===== config.mk =====
export PLATFORM = sky130hd
export DESIGN_NAME = ddr_read_stream_master
export DESIGN_NICKNAME = d
export VERILOG_FILES = /design/src/rtl/ddr_rsm_pkg.sv /design/src/rtl/ddr_rsm_resp_fifo.sv /design/src/rtl/ddr_read_stream_master.sv
export SDC_FILE = /design/constraint.sdc
export NUM_CORES = 1
export LEC_CHECK = 0
export ABC_AREA = 1
export CAP_MARGIN = 20
export CORE_MARGIN = 8
export CORE_UTILIZATION = 45
export CTS_CLUSTER_SIZE = 14
export DETAILED_ROUTE_END_ITERATION = 10
export GPL_ROUTABILITY_DRIVEN = 0
export SKIP_CTS_REPAIR_TIMING = 1
export SYNTH_ARGS = -nofsm -noshare
export SYNTH_HDL_FRONTEND = slang
export SYNTH_SLANG_ARGS = --single-unit

===== constraint.sdc =====
create_clock -name slave_clk -period 7.6 [get_ports slave_clk]
set_input_delay 1.52 -clock slave_clk [delete_from_list [all_inputs] [get_ports slave_clk]]
set_output_delay 1.52 -clock slave_clk [all_outputs]
set_load 0.01 [all_outputs]

===== src/rtl/ddr_rsm_pkg.sv =====
// rtl/ddr_rsm_pkg.sv - shared defaults, state type and constants for the DDR read stream master
// No ports: holds the default widths, the master FSM state type and the
// all-bytes-enabled byteenable value used on every read.
package ddr_rsm_pkg;

  localparam int DEF_ADDR_W = 24;
  localparam int DEF_DATA_W = 32;
  localparam int DEF_LEN_W  = 16;

  localparam logic [3:0] AVM_BE_ALL = 4'hF;

  typedef enum logic [1:0] {
    IDLE,
    ISSUE,
    DRAIN,
    DONE
  } rsm_state_e;

endpackage


===== src/rtl/ddr_rsm_resp_fifo.sv =====
// rtl/ddr_rsm_resp_fifo.sv - show-ahead response FIFO for the DDR read stream master
// Ports:
//   slave_clk, slave_reset_n : clock, asynchronous active-low reset
//   push, push_data          : write one word
//   pop                      : drop the head word (ignored when empty)
//   pop_data                 : head word, valid whenever !empty
//   empty, used              : occupancy, both taken straight from the count register
module ddr_rsm_resp_fifo
  import ddr_rsm_pkg::*;
#(
  parameter int DATA_W     = DEF_DATA_W,
  parameter int FIFO_DEPTH = 16
) (
  input  logic                             slave_clk,
  input  logic                             slave_reset_n,
  input  logic                             push,
  input  logic [DATA_W-1:0]                push_data,
  input  logic                             pop,
  output logic [DATA_W-1:0]                pop_data,
  output logic                             empty,
  output logic [$clog2(FIFO_DEPTH+1)-1:0]  used
);

  localparam int PW = $clog2(FIFO_DEPTH);
  localparam int UW = $clog2(FIFO_DEPTH+1);

  logic [DATA_W-1:0] mem [FIFO_DEPTH];
  logic [PW-1:0]     wr_ptr;
  logic [PW-1:0]     rd_ptr;
  logic              do_push;
  logic              do_pop;

  assign do_pop  = pop & (used != '0);
  // A full FIFO can still take a push in the cycle it is popped.
  assign do_push = push & ((used != UW'(FIFO_DEPTH)) | do_pop);

  always_ff @(posedge slave_clk) begin
    if (do_push) begin
      mem[wr_ptr] <= push_data;
    end
  end

  // Pointers wrap naturally because the depth is a power of two.
  always_ff @(posedge slave_clk or negedge slave_reset_n) begin
    if (!slave_reset_n) begin
      wr_ptr <= '0;
      rd_ptr <= '0;
      used   <= '0;
    end else begin
      if (do_push) wr_ptr <= wr_ptr + PW'(1);
      if (do_pop)  rd_ptr <= rd_ptr + PW'(1);
      if (do_push && !do_pop)      used <= used + UW'(1);
      else if (!do_push && do_pop) used <= used - UW'(1);
    end
  end

  assign pop_data = mem[rd_ptr];
  assign empty    = (used == '0);

endmodule


===== src/rtl/ddr_read_stream_master.sv =====
// rtl/ddr_read_stream_master.sv - Avalon-MM pipelined read master feeding a valid/ready stream
// Ports:
//   slave_clk, slave_reset_n              : clock, asynchronous active-low reset
//   cmd_valid/cmd_ready/cmd_addr/cmd_len  : command handshake (start word address, word count)
//   busy, done, error                     : status (done is a one-cycle pulse, error is sticky)
//   avm_*                                 : read master towards the clock-crossing bridge slave
//   out_valid/out_data/out_ready          : returned data stream, in issue order
module ddr_read_stream_master
  import ddr_rsm_pkg::*;
#(
  parameter int ADDR_W      = DEF_ADDR_W,
  parameter int DATA_W      = DEF_DATA_W,
  parameter int LEN_W       = DEF_LEN_W,
  parameter int MAX_PENDING = 8,
  parameter int FIFO_DEPTH  = 16
) (
  input  logic              slave_clk,
  input  logic              slave_reset_n,
  input  logic              cmd_valid,
  output logic              cmd_ready,
  input  logic [ADDR_W-1:0] cmd_addr,
  input  logic [LEN_W-1:0]  cmd_len,
  output logic              busy,
  output logic              done,
  output logic              error,
  output logic [ADDR_W-1:0] avm_address,
  output logic [3:0]        avm_byteenable,
  output logic              avm_read,
  input  logic              avm_waitrequest,
  input  logic [DATA_W-1:0] avm_readdata,
  input  logic              avm_readdatavalid,
  input  logic              avm_endofpacket,
  output logic              out_valid,
  output logic [DATA_W-1:0] out_data,
  input  logic              out_ready
);

  localparam int PW = $clog2(MAX_PENDING+1);
  localparam int UW = $clog2(FIFO_DEPTH+1);
  localparam int SW = UW + 1;

  rsm_state_e       state;
  rsm_state_e       state_nxt;
  logic [LEN_W-1:0] remaining;
  logic [LEN_W-1:0] remaining_nxt;
  logic [PW-1:0]    pending;
  logic [PW-1:0]    pending_nxt;
  logic [UW-1:0]    fifo_used;
  logic [UW-1:0]    used_nxt;
  logic             fifo_empty;
  logic             cmd_fire;
  logic             rd_fire;
  logic             rsp_push;
  logic             rsp_stale;
  logic             pop;
  logic             credit_nxt;
  logic             avm_read_nxt;
  logic             busy_nxt;
  logic             done_nxt;
  logic             cmd_ready_nxt;
  logic             unused_eop;

  assign unused_eop     = avm_endofpacket;
  assign avm_byteenable = AVM_BE_ALL;

  assign cmd_fire  = cmd_valid & cmd_ready;
  assign rd_fire   = avm_read & ~avm_waitrequest;
  // Data with nothing outstanding belongs to a read from before a reset.
  assign rsp_push  = avm_readdatavalid & (pending != '0);
  assign rsp_stale = avm_readdatavalid & (pending == '0);
  assign out_valid = ~fifo_empty;
  assign pop       = out_valid & out_ready;

  ddr_rsm_resp_fifo #(
    .DATA_W     (DATA_W),
    .FIFO_DEPTH (FIFO_DEPTH)
  ) u_resp_fifo (
    .slave_clk     (slave_clk),
    .slave_reset_n (slave_reset_n),
    .push          (rsp_push),
    .push_data     (avm_readdata),
    .pop           (pop),
    .pop_data      (out_data),
    .empty         (fifo_empty),
    .used          (fifo_used)
  );

  // Next-cycle counters; the registered outputs are computed from these so
  // that avm_read already reflects the credit after this edge.
  always_comb begin
    pending_nxt = pending;
    if (rd_fire && !rsp_push)      pending_nxt = pending + PW'(1);
    else if (!rd_fire && rsp_push) pending_nxt = pending - PW'(1);

    used_nxt = fifo_used;
    if (rsp_push && !pop)      used_nxt = fifo_used + UW'(1);
    else if (!rsp_push && pop) used_nxt = fifo_used - UW'(1);

    remaining_nxt = remaining;
    if (cmd_fire)     remaining_nxt = cmd_len;
    else if (rd_fire) remaining_nxt = remaining - LEN_W'(1);
  end

  always_ff @(posedge slave_clk or negedge slave_reset_n) begin
    if (!slave_reset_n) state <= IDLE;
    else                state <= state_nxt;
  end

  always_comb begin
    state_nxt = state;
    case (state)
      IDLE:    if (cmd_fire) state_nxt = (cmd_len == '0) ? DONE : ISSUE;
      ISSUE:   if (rd_fire && remaining == LEN_W'(1)) state_nxt = DRAIN;
      DRAIN:   if (pending == '0 && fifo_used == '0) state_nxt = DONE;
      DONE:    state_nxt = IDLE;
      default: state_nxt = IDLE;
    endcase
  end

  // Issue and pop are the only things that move pending + used, so credit
  // cannot vanish mid-stall; the explicit hold keeps the request stable anyway.
  always_comb begin
    credit_nxt    = (pending_nxt < PW'(MAX_PENDING)) &&
                    ((SW'(pending_nxt) + SW'(used_nxt)) < SW'(FIFO_DEPTH));
    avm_read_nxt  = (avm_read & avm_waitrequest) |
                    ((state_nxt == ISSUE) && (remaining_nxt != '0) && credit_nxt);
    busy_nxt      = (state_nxt == ISSUE) || (state_nxt == DRAIN);
    done_nxt      = (state_nxt == DONE);
    cmd_ready_nxt = (state_nxt == IDLE);
  end

  always_ff @(posedge slave_clk or negedge slave_reset_n) begin
    if (!slave_reset_n) begin
      remaining   <= '0;
      pending     <= '0;
      avm_address <= '0;
      avm_read    <= 1'b0;
      busy        <= 1'b0;
      done        <= 1'b0;
      cmd_ready   <= 1'b0;
      error       <= 1'b0;
    end else begin
      remaining <= remaining_nxt;
      pending   <= pending_nxt;
      avm_read  <= avm_read_nxt;
      busy      <= busy_nxt;
      done      <= done_nxt;
      cmd_ready <= cmd_ready_nxt;
      if (cmd_fire)     avm_address <= cmd_addr;
      else if (rd_fire) avm_address <= avm_address + ADDR_W'(1);
      // A stale response in the accept cycle still counts as an error.
      error <= (error & ~cmd_fire) | rsp_stale;
    end
  end

endmodule

==> results_tabular.tex <==
\begin{tabular}{lr}
\hline
Metric & Value \\
\hline
\multicolumn{2}{l}{\textbf{Run status}} \\
\quad Status & completed \\
\multicolumn{2}{l}{\textbf{Finish}} \\
\quad Most common library cell in the layout ignoring fill and taps & sky130\_fd\_sc\_hd\_\_edfxtp\_1 \\
\quad Non-Filler Cell Area, Final & 28,400 sq um \\
\quad P\&R area growth vs syn & 17.3\% \\
\quad Nets & 2,081 \\
\quad Final cell count without fillers & 2,730 \\
\quad Share of final-layout standard cells stronger than drive strength 1 & 0.0851 \\
\quad Most frequent cells in the layout & sky130\_fd\_sc\_hd\_\_edfxtp\_1 (512), sky130\_fd\_sc\_hd\_\_nor2\_1 (239), sky130\_fd\_sc\_hd\_\_nand2\_1 (167) \\
\quad Number of inserted filler cells in the final layout & 4,448 \\
\multicolumn{2}{l}{\textbf{STA}} \\
\quad Final worst-path cycle share & 0.723 \\
\quad Max-slew violation total from the final report & 0 \\
\quad Worst setup skew after layout & 33.7 ps \\
\quad Number of hold violations in the final report & 0 \\
\quad RSZ-0062 raised after global routing & false \\
\quad Setup\_tns & 0 ps \\
\quad Final worst setup slack & 2100 ps \\
\quad Headroom to the max-slew limit & 0.231 \\
\quad Clock period minus worst slack & 5500 ps \\
\quad Maximum achievable frequency & 0.182 GHz \\
\quad Setup-violating endpoint count in the final report & 0 \\
\quad Slew of the pin with the lowest slew margin & 1150 ps \\
\multicolumn{2}{l}{\textbf{Placement}} \\
\quad Area after detailed placement & 26,300 sq um \\
\quad Placed Instances & 2,618 \\
\quad Total half-perimeter wirelength after legalization and detailed placement & 30,900 um \\
\quad Count of input and output buffers & 139 \\
\quad Pre-CTS WS & 2760 ps \\
\multicolumn{2}{l}{\textbf{Synth}} \\
\quad Cell types with the largest area share after synthesis & sky130\_fd\_sc\_hd\_\_edfxtp\_1 (64\%), sky130\_fd\_sc\_hd\_\_dfrtp\_1 (6.6\%), sky130\_fd\_sc\_hd\_\_mux2i\_1 (4.2\%) \\
\quad Leading area contributor after synthesis & sky130\_fd\_sc\_hd\_\_edfxtp\_1 \\
\quad Synthesized instance count & 1,862 \\
\quad Register bit count reported by yosys & 576 \\
\quad Proportion of netlist area held by the largest area contributor & 0.635 \\
\quad Netlist Area Pre-Place & 24,200 sq um \\
\quad Yosys synthesis warning count & 0 \\
\quad Main synth FF type & sky130\_fd\_sc\_hd\_\_edfxtp\_1 \\
\quad Count of flip-flops with a built-in enable after synthesis & 512 \\
\quad Post-Syn Area per Cell & 13.0 sq um \\
\quad Number of distinct library cell variants in the gate-level netlist after synthesis & 47 \\
\quad Sequential fraction of the synthesis area & 0.702 \\
\quad Ys async rst share & 0.111 \\
\multicolumn{2}{l}{\textbf{Power}} \\
\quad Total internal power & 0.00707 W \\
\quad Max VDD drop & 0.206 mV \\
\quad Total Power & 0.0109 W \\
\quad Power Density & 384 nW/um\^{}2 \\
\quad Net switching power figure & 0.00383 W \\
\quad Switching portion of total power & 0.352 \\
\quad Static power due to leakage & 9.95 nW \\
\quad Clock share of power & 0.278 \\
\quad Comb power frac & 0.333 \\
\quad Portion of total power attributed to sequential cells & 0.389 \\
\multicolumn{2}{l}{\textbf{Detailed routing}} \\
\quad Total number of vias & 15.5k \\
\quad WL/cell & 21.9 um \\
\quad DRT Wirelength & 59,700 um \\
\quad Post-detailed-route count of antenna-violating nets & 0 \\
\quad Avg Vias per Cell & 5.66 \\
\quad Count of unresolved DRC violations after routing & 0 \\
\quad Violation count after the first detailed-route iteration & 1,274 \\
\quad Initial DRT Pass Iterations & 5 \\
\multicolumn{2}{l}{\textbf{Clock tree}} \\
\quad TritonCTS Buffers & 59 \\
\quad CTS clk-pin slew, worst paths & 60 ps \\
\quad Root buffer cell & sky130\_fd\_sc\_hd\_\_clkbuf\_16 \\
\quad Later-pin clock latency in the skew report & 640 ps \\
\quad CTS tree & yes \\
\quad CTS sink count & 576 \\
\quad Buffer depth of the longest clock path & 3 \\
\quad \# H-tree levels & 2 \\
\multicolumn{2}{l}{\textbf{Die}} \\
\quad Die Width & 248 um \\
\quad Initial standard-cell utilization of the core & 0.452 \\
\quad Die Y-Extent & 248 um \\
\quad Number of ports placed on the die boundary & 145 \\
\quad Number of placement rows & 85 \\
\quad Core box area & 53,500 sq um \\
\quad Overall die area & 61,500 sq um \\
\multicolumn{2}{l}{\textbf{Min path}} \\
\quad Tightest Hold Check Type & reg2reg \\
\quad Depth of the worst hold-timing path & 2 \\
\quad Beginning of the worst hold path & error\$\_DFF\_PN0\_ \\
\multicolumn{2}{l}{\textbf{Critical path}} \\
\quad Logic depth of the worst register-to-register path & 10 \\
\quad Setup CP Type & reg2out \\
\quad Data required time at the worst endpoint & 6080 ps \\
\quad Critical path capture point type & primary output \\
\quad Critical Path Source & u\_resp\_fifo.rd\_ptr[0]\$\_DFFE\_PN0P\_ \\
\quad Crit start category & flip-flop \\
\quad WP data arrival & 3980 ps \\
\quad Critical R2R Launch & pending[0]\$\_DFF\_PN0\_ \\
\quad Biggest fanout along the worst timing path & 56 \\
\multicolumn{2}{l}{\textbf{Global routing}} \\
\quad First-pass GRT wire length & 90,000 um \\
\quad Global Route Usage Sum & 0.192 \\
\quad Number of global-route vias before repair & 15.2k \\
\quad Largest net degree at the start of global routing & 113 \\
\quad Aggregate global routing overflow & 0 \\
\quad Antenna violations before repair & 2 \\
\multicolumn{2}{l}{\textbf{Job}} \\
\quad Max-cap viol count & 0 \\
\hline
\end{tabular}
[worst max-delay path, cell delays in order (launching register included)]
cell	delay, ps
sky130_fd_sc_hd__dfrtp_4	760
sky130_fd_sc_hd__buf_4	570
sky130_fd_sc_hd__buf_4	680
sky130_fd_sc_hd__o21ai_0	200
sky130_fd_sc_hd__o221ai_1	230
sky130_fd_sc_hd__nand3_1	110
sky130_fd_sc_hd__nand2_1	190
sky130_fd_sc_hd__clkdlybuf4s50_1	570
[final cells by class]
type | count | area (sq um) | share of cell area
multi-input cells | 1081 | 6470 | 0.228
clock inverters | 42 | 533 | 0.0188
diodes | 1 | 2.50 | 0.0000882
clock buffers | 69 | 1510 | 0.0533
flip-flops and latches | 576 | 17000 | 0.599
repair buffers | 168 | 1630 | 0.0574
inverters | 97 | 367 | 0.0129
well taps | 696 | 871 | 0.0307
[power by group through the flow]
stage               combinational [W]  sequential [W]  clock [W]
floorplan                     0.00235         0.00413          0
global placement              0.00361         0.00429          0
detailed placement            0.00366         0.00430          0
CTS                           0.00368         0.00424    0.00309
global route                  0.00399         0.00429    0.00321
finish                        0.00363         0.00424    0.00303
[logic make-up after synthesis]
family,Yosys count,synth area share
flops,576,0.702
simple gates,571,0.101
compound gates,360,0.0997
buf+inv,208,0.0364
mux,101,0.0418
xor+xnor,26,0.00941
fa+ha+maj,19,0.00982
other cells,1,0.000155
[metrics by stage]
step | hold WS (ps) | util
finish | 499 | 0.530
global route | 549 | 0.530
CTS | 507 | 0.530
detailed placement | 492 | 0.492
global placement | 476 | 0.492
floorplan | 496 | -
[synthesized netlist by cell type, types with 19 or more instances]
| cell | instances |
|---|---|
| sky130_fd_sc_hd__o21ai_0 | 166 |
| sky130_fd_sc_hd__o221ai_1 | 102 |
| sky130_fd_sc_hd__nor2_1 | 255 |
| sky130_fd_sc_hd__o211ai_1 | 30 |
| sky130_fd_sc_hd__nand3_1 | 85 |
| sky130_fd_sc_hd__o32ai_1 | 26 |
| sky130_fd_sc_hd__edfxtp_1 | 512 |
| sky130_fd_sc_hd__mux2i_1 | 101 |
| sky130_fd_sc_hd__inv_1 | 92 |
| sky130_fd_sc_hd__ha_1 | 19 |
| sky130_fd_sc_hd__dfrtp_1 | 64 |
| sky130_fd_sc_hd__buf_2 | 28 |
| sky130_fd_sc_hd__clkbuf_1 | 62 |
| sky130_fd_sc_hd__nand2_1 | 167 |
| sky130_fd_sc_hd__xor2_1 | 19 |
[flip-flops by register name, summed over array words and instances, names as in the netlist]
signal and cells:
pending 4, u_resp_fifo.rd_ptr 4, state 2, error 1, u_resp_fifo.wr_ptr 4, u_resp_fifo.used 5, u_resp_fifo.mem 512, busy 1
avm_read 1, cmd_ready 1, avm_address 24, remaining 16, done 1
[per-layer routing]
layer / vias up / share of wire / track usage
li1: 7161 / - / -
met1: 7751 / 0.43 / 0.251
met2: 451 / 0.49 / 0.328
met3: 93 / 0.057 / 0.0296
met4: 2 / 0.021 / 0.0561
met5: - / 0.00022 / 0
[path summary, 6_finish.rpt]
check | endpoint | slack, ps
setup / recovery | out_data[2] | 2100
hold / removal | error$_DFF_PN0_ | 500
min in group asynchronous | avm_address[5]$_DFFE_PN0P_ | 1110
max in group asynchronous | u_resp_fifo.rd_ptr[2]$_DFFE_PN0P_ | 5820
hold reg to reg | error$_DFF_PN0_ | 500
setup reg to reg | u_resp_fifo.mem[4][1]$_DFFE_PP_ | 4600
(Power assumes the default switching activity.)
